File: src/rtl/multicycle_control.sv
// Moore main controller for the multicycle MIPS-subset datapath: one state per clock,
// outputs registered from the next state except branch PCSel and the DECODE illegal flag.
module multicycle_control (
  input  logic       i_clk,
  input  logic       i_reset,
  input  logic [5:0] i_op,
  input  logic [5:0] i_funct,
  input  logic       i_zero,
  output logic       o_iord,
  output logic       o_mem_read,
  output logic       o_mem_write,
  output logic       o_mem_to_reg,
  output logic       o_ir_write,
  output logic       o_alu_src_a,
  output logic       o_reg_write,
  output logic       o_reg_dst,
  output logic       o_pc_sel,
  output logic [1:0] o_pc_source,
  output logic [1:0] o_alu_src_b,
  output logic [3:0] o_alu_ctrl,
  output logic [3:0] o_state,
  output logic       o_retire,
  output logic       o_illegal
);

  typedef enum logic [3:0] {
    S_FETCH    = 4'd0,
    S_DECODE   = 4'd1,
    S_MEMADR   = 4'd2,
    S_MEMRD    = 4'd3,
    S_MEMWB    = 4'd4,
    S_MEMWR    = 4'd5,
    S_RTYPE_EX = 4'd6,
    S_RTYPE_WB = 4'd7,
    S_BRANCH   = 4'd8,
    S_ADDI_EX  = 4'd9,
    S_ADDI_WB  = 4'd10
  } state_t;

  localparam logic [5:0] OP_RTYPE = 6'h00;
  localparam logic [5:0] OP_LW    = 6'h23;
  localparam logic [5:0] OP_SW    = 6'h2B;
  localparam logic [5:0] OP_BEQ   = 6'h04;
  localparam logic [5:0] OP_BNE   = 6'h05;
  localparam logic [5:0] OP_ADDI  = 6'h08;

  state_t     r_state;
  state_t     w_next;
  logic       w_funct_ok;
  logic [3:0] w_rtype_ctrl;
  logic       w_branch_take;
  logic       w_illegal;

  logic       r_iord, r_mem_read, r_mem_write, r_mem_to_reg, r_ir_write;
  logic       r_alu_src_a, r_reg_write, r_reg_dst, r_pc_sel, r_retire;
  logic [1:0] r_pc_source, r_alu_src_b;
  logic [3:0] r_alu_ctrl;

  always_comb begin
    w_funct_ok   = 1'b1;
    w_rtype_ctrl = 4'b0110;
    case (i_funct)
      6'h20:   w_rtype_ctrl = 4'b0110;
      6'h22:   w_rtype_ctrl = 4'b1110;
      6'h24:   w_rtype_ctrl = 4'b0000;
      6'h25:   w_rtype_ctrl = 4'b0001;
      6'h26:   w_rtype_ctrl = 4'b0010;
      6'h27:   w_rtype_ctrl = 4'b0011;
      6'h2A:   w_rtype_ctrl = 4'b1111;
      default: w_funct_ok   = 1'b0;
    endcase
  end

  always_comb begin
    w_next = S_FETCH;
    case (r_state)
      S_FETCH:  w_next = S_DECODE;
      S_DECODE: begin
        case (i_op)
          OP_LW, OP_SW:   w_next = S_MEMADR;
          OP_RTYPE:       w_next = w_funct_ok ? S_RTYPE_EX : S_FETCH;
          OP_BEQ, OP_BNE: w_next = S_BRANCH;
          OP_ADDI:        w_next = S_ADDI_EX;
          default:        w_next = S_FETCH;
        endcase
      end
      S_MEMADR:   w_next = (i_op == OP_LW) ? S_MEMRD : S_MEMWR;
      S_MEMRD:    w_next = S_MEMWB;
      S_RTYPE_EX: w_next = S_RTYPE_WB;
      S_ADDI_EX:  w_next = S_ADDI_WB;
      default:    w_next = S_FETCH;
    endcase
  end

  // An unsupported instruction is the only way DECODE falls straight back to FETCH.
  assign w_illegal     = (r_state == S_DECODE) && (w_next == S_FETCH);
  assign w_branch_take = (i_op == OP_BNE) ? ~i_zero : i_zero;

  always_ff @(posedge i_clk) begin
    if (i_reset) begin
      r_state      <= S_FETCH;
      r_iord       <= 1'b0;
      r_mem_read   <= 1'b1;
      r_mem_write  <= 1'b0;
      r_mem_to_reg <= 1'b0;
      r_ir_write   <= 1'b1;
      r_alu_src_a  <= 1'b0;
      r_reg_write  <= 1'b0;
      r_reg_dst    <= 1'b0;
      r_pc_sel     <= 1'b1;
      r_retire     <= 1'b0;
      r_pc_source  <= 2'b00;
      r_alu_src_b  <= 2'b01;
      r_alu_ctrl   <= 4'b0110;
    end else begin
      r_state      <= w_next;
      r_iord       <= 1'b0;
      r_mem_read   <= 1'b0;
      r_mem_write  <= 1'b0;
      r_mem_to_reg <= 1'b0;
      r_ir_write   <= 1'b0;
      r_alu_src_a  <= 1'b0;
      r_reg_write  <= 1'b0;
      r_reg_dst    <= 1'b0;
      r_pc_sel     <= 1'b0;
      r_retire     <= 1'b0;
      r_pc_source  <= 2'b00;
      r_alu_src_b  <= 2'b00;
      r_alu_ctrl   <= 4'b0000;
      case (w_next)
        S_FETCH: begin
          r_mem_read  <= 1'b1;
          r_ir_write  <= 1'b1;
          r_alu_src_b <= 2'b01;
          r_alu_ctrl  <= 4'b0110;
          r_pc_sel    <= 1'b1;
        end
        S_DECODE: begin
          r_alu_src_b <= 2'b11;
          r_alu_ctrl  <= 4'b0110;
        end
        S_MEMADR, S_ADDI_EX: begin
          r_alu_src_a <= 1'b1;
          r_alu_src_b <= 2'b10;
          r_alu_ctrl  <= 4'b0110;
        end
        S_MEMRD: begin
          r_mem_read <= 1'b1;
          r_iord     <= 1'b1;
        end
        S_MEMWB: begin
          r_reg_write  <= 1'b1;
          r_mem_to_reg <= 1'b1;
          r_retire     <= 1'b1;
        end
        S_MEMWR: begin
          r_mem_write <= 1'b1;
          r_iord      <= 1'b1;
          r_retire    <= 1'b1;
        end
        S_RTYPE_EX: begin
          r_alu_src_a <= 1'b1;
          r_alu_ctrl  <= w_rtype_ctrl;
        end
        S_RTYPE_WB: begin
          r_reg_write <= 1'b1;
          r_reg_dst   <= 1'b1;
          r_alu_ctrl  <= r_alu_ctrl;
          r_retire    <= 1'b1;
        end
        S_BRANCH: begin
          r_alu_src_a <= 1'b1;
          r_alu_ctrl  <= 4'b1110;
          r_pc_source <= 2'b01;
          r_retire    <= 1'b1;
        end
        S_ADDI_WB: begin
          r_reg_write <= 1'b1;
          r_retire    <= 1'b1;
        end
        default: ;
      endcase
    end
  end

  // Write enables and status flags are masked for the whole time reset is held.
  assign o_iord       = r_iord;
  assign o_mem_read   = r_mem_read;
  assign o_mem_write  = r_mem_write & ~i_reset;
  assign o_mem_to_reg = r_mem_to_reg;
  assign o_ir_write   = r_ir_write & ~i_reset;
  assign o_alu_src_a  = r_alu_src_a;
  assign o_reg_write  = r_reg_write & ~i_reset;
  assign o_reg_dst    = r_reg_dst;
  assign o_pc_sel     = ~i_reset & ((r_state == S_BRANCH) ? w_branch_take : r_pc_sel);
  assign o_pc_source  = r_pc_source;
  assign o_alu_src_b  = r_alu_src_b;
  assign o_alu_ctrl   = r_alu_ctrl;
  assign o_state      = r_state;
  assign o_retire     = r_retire & ~i_reset;
  assign o_illegal    = w_illegal & ~i_reset;

endmodule

File: config.mk
export PLATFORM = sky130hd
export DESIGN_NAME = multicycle_control
export DESIGN_NICKNAME = d
export VERILOG_FILES = /design/src/rtl/multicycle_control.sv
export SDC_FILE = /design/constraint.sdc
export NUM_CORES = 1
export LEC_CHECK = 0
export CAP_MARGIN = 0
export CORE_ASPECT_RATIO = 1.2
export CORE_MARGIN = 4
export CORE_UTILIZATION = 45
export DETAILED_ROUTE_END_ITERATION = 10
export GPL_TIMING_DRIVEN = 0
export PLACE_DENSITY = 0.8
export SLEW_MARGIN = 20
export SYNTH_ARGS = -nofsm -noshare
export SYNTH_HDL_FRONTEND = slang
export SYNTH_SLANG_ARGS = --single-unit
export TNS_END_PERCENT = 20
File: constraint.sdc
create_clock -name i_clk -period 4.65 [get_ports i_clk]
set_input_delay 1.1625 -clock i_clk [delete_from_list [all_inputs] [get_ports i_clk]]
set_output_delay 1.1625 -clock i_clk [all_outputs]
set_load 0.02 [all_outputs]
Yosys cells after proc, flatten, opt, wreduce, memory -nomap -nowiden --
Cells that the tools add are included.
Storage, ports and cells: bits in latches 0, bits in writable memories 0, input port bits 15, output and inout port bits 23, memory bits (read-only) 0, logic and storage cells 83, memories 0, register bits after elaboration 21
Operators by class: shift-type cells 0, reduce and logical (&&, ||, !) cells 14, magnitude comparators 0, mux-type cells 20, add/sub/neg operators 0, divide/modulo/power cells 0, bitwise operators 8, multiply operators 0, equal/unequal tests 28
Operator list (number):
- 6-bit equality test, second input constant | 9
- 4-bit case mux with 6 select lines | 2
- 4-bit case mux with 4 select lines | 2
- 4-bit by 3-bit equality test with 1-bit output, second input constant | 5
- 4-bit equality test, second input constant | 5
- 4-bit by 2-bit equality test with 1-bit output, second input constant | 4
- 1-bit 2-to-1 mux | 13
- 6-bit by 3-bit equality test with 1-bit output, second input constant | 2
- 2-bit OR reduction | 5
- 4-bit by 1-bit equality test with 1-bit output, second input constant | 2
- 4-bit logical NOT | 2
- 4-bit OR reduction | 2
- 7-bit OR reduction | 1
- 1-bit bitwise AND | 6
- 6-bit by 4-bit equality test with 1-bit output, second input constant | 1
- 6-bit logical NOT | 1
- 3-bit 2-to-1 mux | 2
- 2-bit case mux with 3 select lines | 1
- 5-bit OR reduction | 1
- 3-bit OR reduction | 1
- 1-bit inverter | 2
- 1-bit logical AND | 1

Depth between registers and ports, before layout --
Gate-level depths: netlist of the first run.
depth after elaboration 9, gate-level depth with buffers 6, gate-level depth less buffers 5

Worst setup path before layout of the first run --
Ideal clock, no wire load.
path kind input -> output, from input i_op[1], to output o_pc_sel, buffers on the path 0, required time 3.488 ns, path slack 0.907 ns, arrival 2.580 ns, stages 5, path through or3_1 nor3b_2 nand2_1 xor2_1 a211oi_1
On the way: longest elaborated chain between the ends 4
Ends and longest elaborated chain:
- start: declaration | line 6 | input logic [5:0] i_op,
- 6-bit by 3-bit equality test with 1-bit output | line 97 | assign w_branch_take = (i_op == OP_BNE) ? ~i_zero : i_zero;
- 1-bit 2-to-1 mux | line 97
- 1-bit 2-to-1 mux | line 195 | assign o_pc_sel = ~i_reset & ((r_state == S_BRANCH) ? w_branch_take : r_pc_sel);
- 1-bit bitwise AND | line 195
- end: declaration | line 17 | output logic o_pc_sel,
Every way passes these cells.

Worst setup path after layout of the first run --
from input i_op[3], to output o_illegal
On the way: longest elaborated chain between the ends 7, elaborated cells between the ends (all ways) 14, those cells by class 5 x eq/ne; 3 x mux; 1 x bitwise; 5 x reduce/logical
Ends and longest elaborated chain:
- 6-bit by 3-bit equality test with 1-bit output, or another cell as far along | line 79 | case (i_op)
- 2-bit OR reduction | line 79
- 4-bit case mux with 4 select lines | line 79
- 4-bit case mux with 6 select lines * | line 76 | case (r_state)
- 4-bit logical NOT * | line 96 | assign w_illegal = (r_state == S_DECODE) && (w_next == S_FETCH);
- 1-bit logical AND * | line 96
- 1-bit bitwise AND * | line 201 | assign o_illegal = w_illegal & ~i_reset;
- end: declaration | line 23 | output logic o_illegal
Mark *: on every way between the ends. The rest lies on a longest branch, timed or not.

==> results.sh, run 1 <==
export IMPL_grt_pass1_vias=1109
export IMPL_ys_seq_area_frac=0.364
export IMPL_hold_viol=0
export IMPL_grt_busiest_layer="met2"
export IMPL_critPathArrivalTime_ps=3330
export IMPL_cts_tree="yes"
export IMPL_io_pins=38
export IMPL_cp_top_family="buffers and inverters"
export IMPL_place_ws_ps=-41.5
export IMPL_leakagePower_nw=0.570
export IMPL_synth_most_common_cell="dfxtp_1"
export IMPL_fin_ws_ps=155
export IMPL_syn_avg_cell_area_um2=8.72
export IMPL_cp_cell_sequence="clkdlybuf4s50_1 > or3_1 > a21oi_2 > and3_4 > nor3_2 > nor3b_1 > clkdlybuf4s50_1"
export IMPL_share_comb_of_total_power=0.175
export IMPL_path_class="in -> out"
export IMPL_vias=1109
export IMPL_worst_pin_slew_ps=534
export IMPL_grt_overflow=0
export IMPL_cts_max_level=1
export IMPL_status="finished clean"
export IMPL_post_synth_inst_count=126
export IMPL_finalSetupViolCount=0
export IMPL_ant_nets=0
export IMPL_drc=0
export IMPL_drive_above_1_share=0.114
export IMPL_sw_frac_of_total=0.237
export IMPL_min_path_type="reg -> reg"
export IMPL_clock_sinks=20
export IMPL_synth_area_leaders="dfxtp_1, nor2_1, nor3_1, nor2b_1, nand2_1"
export IMPL_final_core_util=0.673
export IMPL_cp_required_ps=3490
export IMPL_synthToLayoutAreaGrowth_pct=41.3
export IMPL_dieWidth_um=53.1
export IMPL_worst_path_max_fanout=6
export IMPL_synth_top_cell_area_share=0.364
export IMPL_synthXorXnorAreaFrac=0.00797
export IMPL_p_int_mw=0.296
export IMPL_cts_max_path_buffers=2
export IMPL_irDropWorstVdd_mv=0.167
export IMPL_synth_adder_area_share=0
export IMPL_start_util=0.476
export IMPL_cap_violations=0
export IMPL_n_antenna_cell=0
export IMPL_rsz0062_at_grt="false"
export IMPL_finalHoldWorstSlack_ps=557
export IMPL_synthArstFlopShare=0
export IMPL_root_buffer="clkbuf_4"
export IMPL_max_freq_mhz=222
export IMPL_clk_latency_ps=300
export IMPL_die_h_um=62.1
export IMPL_drt_vias_per_instance=5.63
export IMPL_cp_num_buf_inv=2
export IMPL_met3_usage=0.0144
export IMPL_post_route_period_util=0.967
export IMPL_syn_nets=141
export IMPL_nNetsFinal=182
export IMPL_stdcell_count=197
export IMPL_first_pass_iters=5
export IMPL_cp_slowest_cell="clkdlybuf4s50_1"
export IMPL_drv_slew=0
export IMPL_ys_ff_latch=20
export IMPL_timing_final_crit_period_ps=4490
export IMPL_met2_usage=0.321
export IMPL_synth_cell_area_um2=1100
export IMPL_grt_pass1_wl_um=4690
export IMPL_drtIter0Drc=33
export IMPL_routed_wl_um=2900
export IMPL_gr_usage_all_layers=0.181
export IMPL_antenna_found_initial=0
export IMPL_slew_headroom=0.641
export IMPL_std_cell_rows=19
export IMPL_yosysTopAreaCell="dfxtp_1"
export IMPL_fillers=213
export IMPL_routabilityCongestion=0.852
export IMPL_die_area_um2=3300
export IMPL_seqPwrFrac=0.459
export IMPL_synth_cell_type_count=50
export IMPL_grt_start_max_net_pins=13
export IMPL_cp_common_cell="clkdlybuf4s50_1"
export IMPL_synth_top_family_by_area="simple AND/OR/NAND/NOR gates"
export IMPL_synthTopCellsByCount="dfxtp_1, nor2_1, nand2_1, nor3_1, nor2b_1"
export IMPL_coreArea_um2=2310
export IMPL_setup_worst_path_start_class="input pin"
export IMPL_cp_end_kind="output port"
export IMPL_synth_ff_type="dfxtp_1"
export IMPL_max_stage_delay_ps=650
export IMPL_use_met1=0.208
export IMPL_io_buffers=36
export IMPL_power_density_nw_per_um2=250
export IMPL_pwr_share_clk=0.366
export IMPL_ys_warn_count=0
export IMPL_hpwl_um=2310
export IMPL_power_mw=0.388
export IMPL_synth_edf_count=0
export IMPL_muxShareOfSynthArea=0.00911
export IMPL_cts_buffers=3
export IMPL_dp_cells=193
export IMPL_fin_skew_ps=6.30
export IMPL_power_switching_mw=0.0921
export IMPL_post_drt_wl_per_cell_um=14.7
export IMPL_synth_compound_area_frac=0.185
export IMPL_clkSlewWorstSetupHoldPaths_ps=110
export IMPL_synth_simple_area_share=0.378
export IMPL_holdBufCountCts=0
==> final cells by class <==
type	instances	area [um^2]	area share
clock inverter	1	30.0	0.0193
inverter	3	11.3	0.00725
timing repair buffer	36	359	0.231
buffer	7	46.3	0.0298
multi-input combinational	96	644	0.415
sequential	20	400	0.258
tap	31	38.8	0.0250
clock buffer	3	22.5	0.0145
==> path summary, 6_finish.rpt <==
| kind | startpoint | endpoint | slack, ps | cells past startpoint |
|---|---|---|---|---|
| setup / recovery | i_op[3] | o_illegal | 160 | 7 |
| hold / removal | o_alu_ctrl[1] | o_alu_ctrl[1] | 560 | 2 |
| setup reg to reg | o_state[2] | o_alu_ctrl[2] | 2790 | 6 |
| hold reg to reg | o_alu_ctrl[1] | o_alu_ctrl[1] | 560 | 2 |
==> logic make-up (layout without fill, tap and decap cells) <==
family	count (synthesis)	count (layout)
xor gates and xnor gates	1	1
AOI/OAI and AO/OA	27	27
DFF	20	20
other	1	1
and+or+nand+nor	66	66
muxes	1	1
buffers and inverters	10	50
==> per-stage QoR <==
step / instance area (um^2) / setup TNS [ps]
5_1_grt: 1550 / 0
6_report: 1550 / 0
3_3_place_gp: 1500 / 0
3_5_place_dp: 1500 / -41.5
4_1_cts: 1550 / 0
2_1_floorplan: 1100 / 0
==> cells in the final DEF, fill, tap and decap left out, types with 2 or more instances in the layout <==
master           instances
dfxtp_1                 20
a31oi_1                  4
and3_1                   3
nand2b_1                 4
o211a_1                  2
a22oi_1                  2
nand2_1                  9
a221oi_1                 2
a21oi_1                  2
nor3_1                   9
nor2_1                  14
clkbuf_4                 3
o31ai_1                  2
or2_1                    2
inv_1                    3
clkdlybuf4s50_1         35
nor3b_1                  2
nor4b_1                  2
nor2b_1                  7
buf_4                    3
o21ai_1                  2
==> tightest hold or removal path: cells and delay by family (launching register included) <==
kind,cells,cell delay [ps]
flip-flops,1,350
AND/OR/NAND/NOR,1,60
AO/OA/AOI/OAI,1,120
==> power by group through the flow <==
stage,Sequential (mW),Clock (mW),Combinational [mW]
CTS,0.178,0.143,0.0675
global placement,0.182,0,0.0661
finish,0.178,0.142,0.0679
detailed placement,0.182,0,0.0674
global route,0.179,0.153,0.0728
floorplan,0.186,0,0.0305
==> layer usage <==
metal	wire, um	vias up
li1	-	539
met1	1190	513
met2	1480	51
met3	166	6
met4	61	0
met5	0	-
==> repair_timing <==
action / CTS / global route
setup endpoints to repair: 1 / 1
setup buffers: 0 / 0
gates resized for setup: 1 / 1
cloned: 0 / 0
Note: power is estimated with default switching activity, not from simulation.
==> run 2, diff against run 1 <==
- CAP_MARGIN: 0 -> not set
- CORE_MARGIN: 4 -> not set
==> run 2 against run 1 <==
  * Worst hold slack hardly changed
  * Non-clock buffer count stayed put
  * Register-to-register slack worse by 90 ps
  * Sequential share of layout area is 0.23 points higher
  * Fmax is 2.2% higher
  * Setup slack better by 98 ps
  * First-iteration DRC count is 18% higher
  * Power is 11% lower
  * Clock skew is 1.8 ps lower
  * Critical path depth stayed put
  * Largest power group unchanged
==> results.sh, run 2 (same netlist as run 1, synthesis figures left out) <==
export IMPL_status="finished clean"
export IMPL_hold_viol=0
export IMPL_io_buffers=36
export IMPL_min_path_type="reg -> reg"
export IMPL_vias=1095
export IMPL_fin_skew_ps=4.47
export IMPL_cts_max_path_buffers=2
export IMPL_leakagePower_nw=0.581
export IMPL_fillers=211
export IMPL_cts_buffers=3
export IMPL_drc=0
export IMPL_finalHoldWorstSlack_ps=557
export IMPL_final_area_um2=1540
export IMPL_path_class="in -> out"
export IMPL_drive_above_1_share=0.114
export IMPL_gr_usage_all_layers=0.233
export IMPL_fin_ws_ps=253
export IMPL_finalSetupViolCount=0
export IMPL_cts_max_level=1
export IMPL_post_route_period_util=0.946
export IMPL_ant_nets=0
export IMPL_timing_final_crit_period_ps=4400
export IMPL_rsz0062_at_grt="false"
export IMPL_die_area_um2=2640
export IMPL_n_antenna_cell=0
export IMPL_grt_pass1_vias=1043
export IMPL_power_density_nw_per_um2=224
export IMPL_drtIter0Drc=39
export IMPL_grt_pass1_wl_um=4480
export IMPL_irDropWorstVdd_mv=0.152
export IMPL_layout_common_cells="clkdlybuf4s50_1, dfxtp_1, nor2_1, nor3_1, nand2_1"
export IMPL_clock_sinks=20
export IMPL_start_util=0.476
export IMPL_grt_overflow=0
export IMPL_max_freq_mhz=227
export IMPL_post_drt_wl_per_cell_um=13.9
export IMPL_cp_required_ps=3490
export IMPL_routed_wl_um=2740
export IMPL_hpwl_um=2170
export IMPL_std_cell_rows=19
export IMPL_cp_end_kind="output port"
export IMPL_timing_setup_tns_ps=0
export IMPL_cap_violations=0
export IMPL_coreArea_um2=2310
export IMPL_holdBufCountCts=0
export IMPL_place_ws_ps=4.33
export IMPL_layout_commonest_cell="clkdlybuf4s50_1"
export IMPL_rrSetupSlack_ps=2700
export IMPL_io_pins=38
export IMPL_antenna_found_initial=0
export IMPL_nNetsFinal=182
export IMPL_drv_slew=0
export IMPL_setup_worst_path_start_class="input pin"
export IMPL_seqCellArea_um2=400
export IMPL_grt_start_max_net_pins=12
export IMPL_clkSlewWorstSetupHoldPaths_ps=110
export IMPL_routabilityCongestion=0.918
export IMPL_multi_input_area_um2=644
export IMPL_die_h_um=56.1
export IMPL_cts_tree="yes"
export IMPL_drt_vias_per_instance=5.56
export IMPL_critPathArrivalTime_ps=3230
export IMPL_dieWidth_um=47.1
export IMPL_root_buffer="clkbuf_4"
export IMPL_worst_path_max_fanout=6
export IMPL_synthToLayoutAreaGrowth_pct=40.1
export IMPL_clk_latency_ps=290
export IMPL_placed_area_um2=1500
export IMPL_first_pass_iters=4
==> run 2: final cells by class <==
type,instances,area share
plain buffers,7,0.0301
clock buffers,4,0.0236
inverters,3,0.00732
multi-input cells,96,0.419
flip-flops and latches,20,0.260
well taps,31,0.0252
repair buffers,36,0.235
==> run 2: critical path, stage by stage <==
cell and delay, ps:
clkdlybuf4s50_1 490, or3_1 430, nor3b_2 300, nand2_1 120, xor2_1 150, a211oi_1 220, dlygate4sd2_1 360
==> run 2: through the flow <==
| stage | power (mW) | cells | util |
|---|---|---|---|
| after floorplan | 0.217 | 126 | - |
| after global placement | 0.248 | 193 | 0.649 |
| after detailed placement | 0.249 | 193 | 0.649 |
| after CTS | 0.344 | 197 | 0.665 |
| after global routing | 0.357 | 197 | 0.667 |
| final | 0.344 | 197 | 0.667 |
==> run 2: metal layers <==
metal	GRT usage	vias up	wire length, um
met5	0	-	0
met4	0.118	0	62
met3	0.0260	7	88
met2	0.381	41	1400
met1	0.288	509	1180
li1	-	538	-
==> run 2: final timing paths <==
kind / from / end / cells after the start
worst max-delay path: i_op[3] / o_pc_sel / 7
worst min-delay path: o_alu_ctrl[0] / o_alu_ctrl[0] / 2
worst max register to register: o_state[2] / o_alu_ctrl[1] / 6
worst min register to register: o_alu_ctrl[0] / o_alu_ctrl[0] / 2
==> run 2: power by group <==
part,leakage (nW),switching [mW],internal [mW]
registers,0.163,0.00252,0.176
logic,0.397,0.0347,0.0329
clock network,0.0210,0.0505,0.0477
==> run 2: repair_timing <==
item / CTS / global route
endpoints found under the setup margin: 1 / 1
gates cloned: 0 / 0
resized for setup: 1 / 2
setup buffers: 0 / 0
endpoints found under the hold margin: 0 / 0
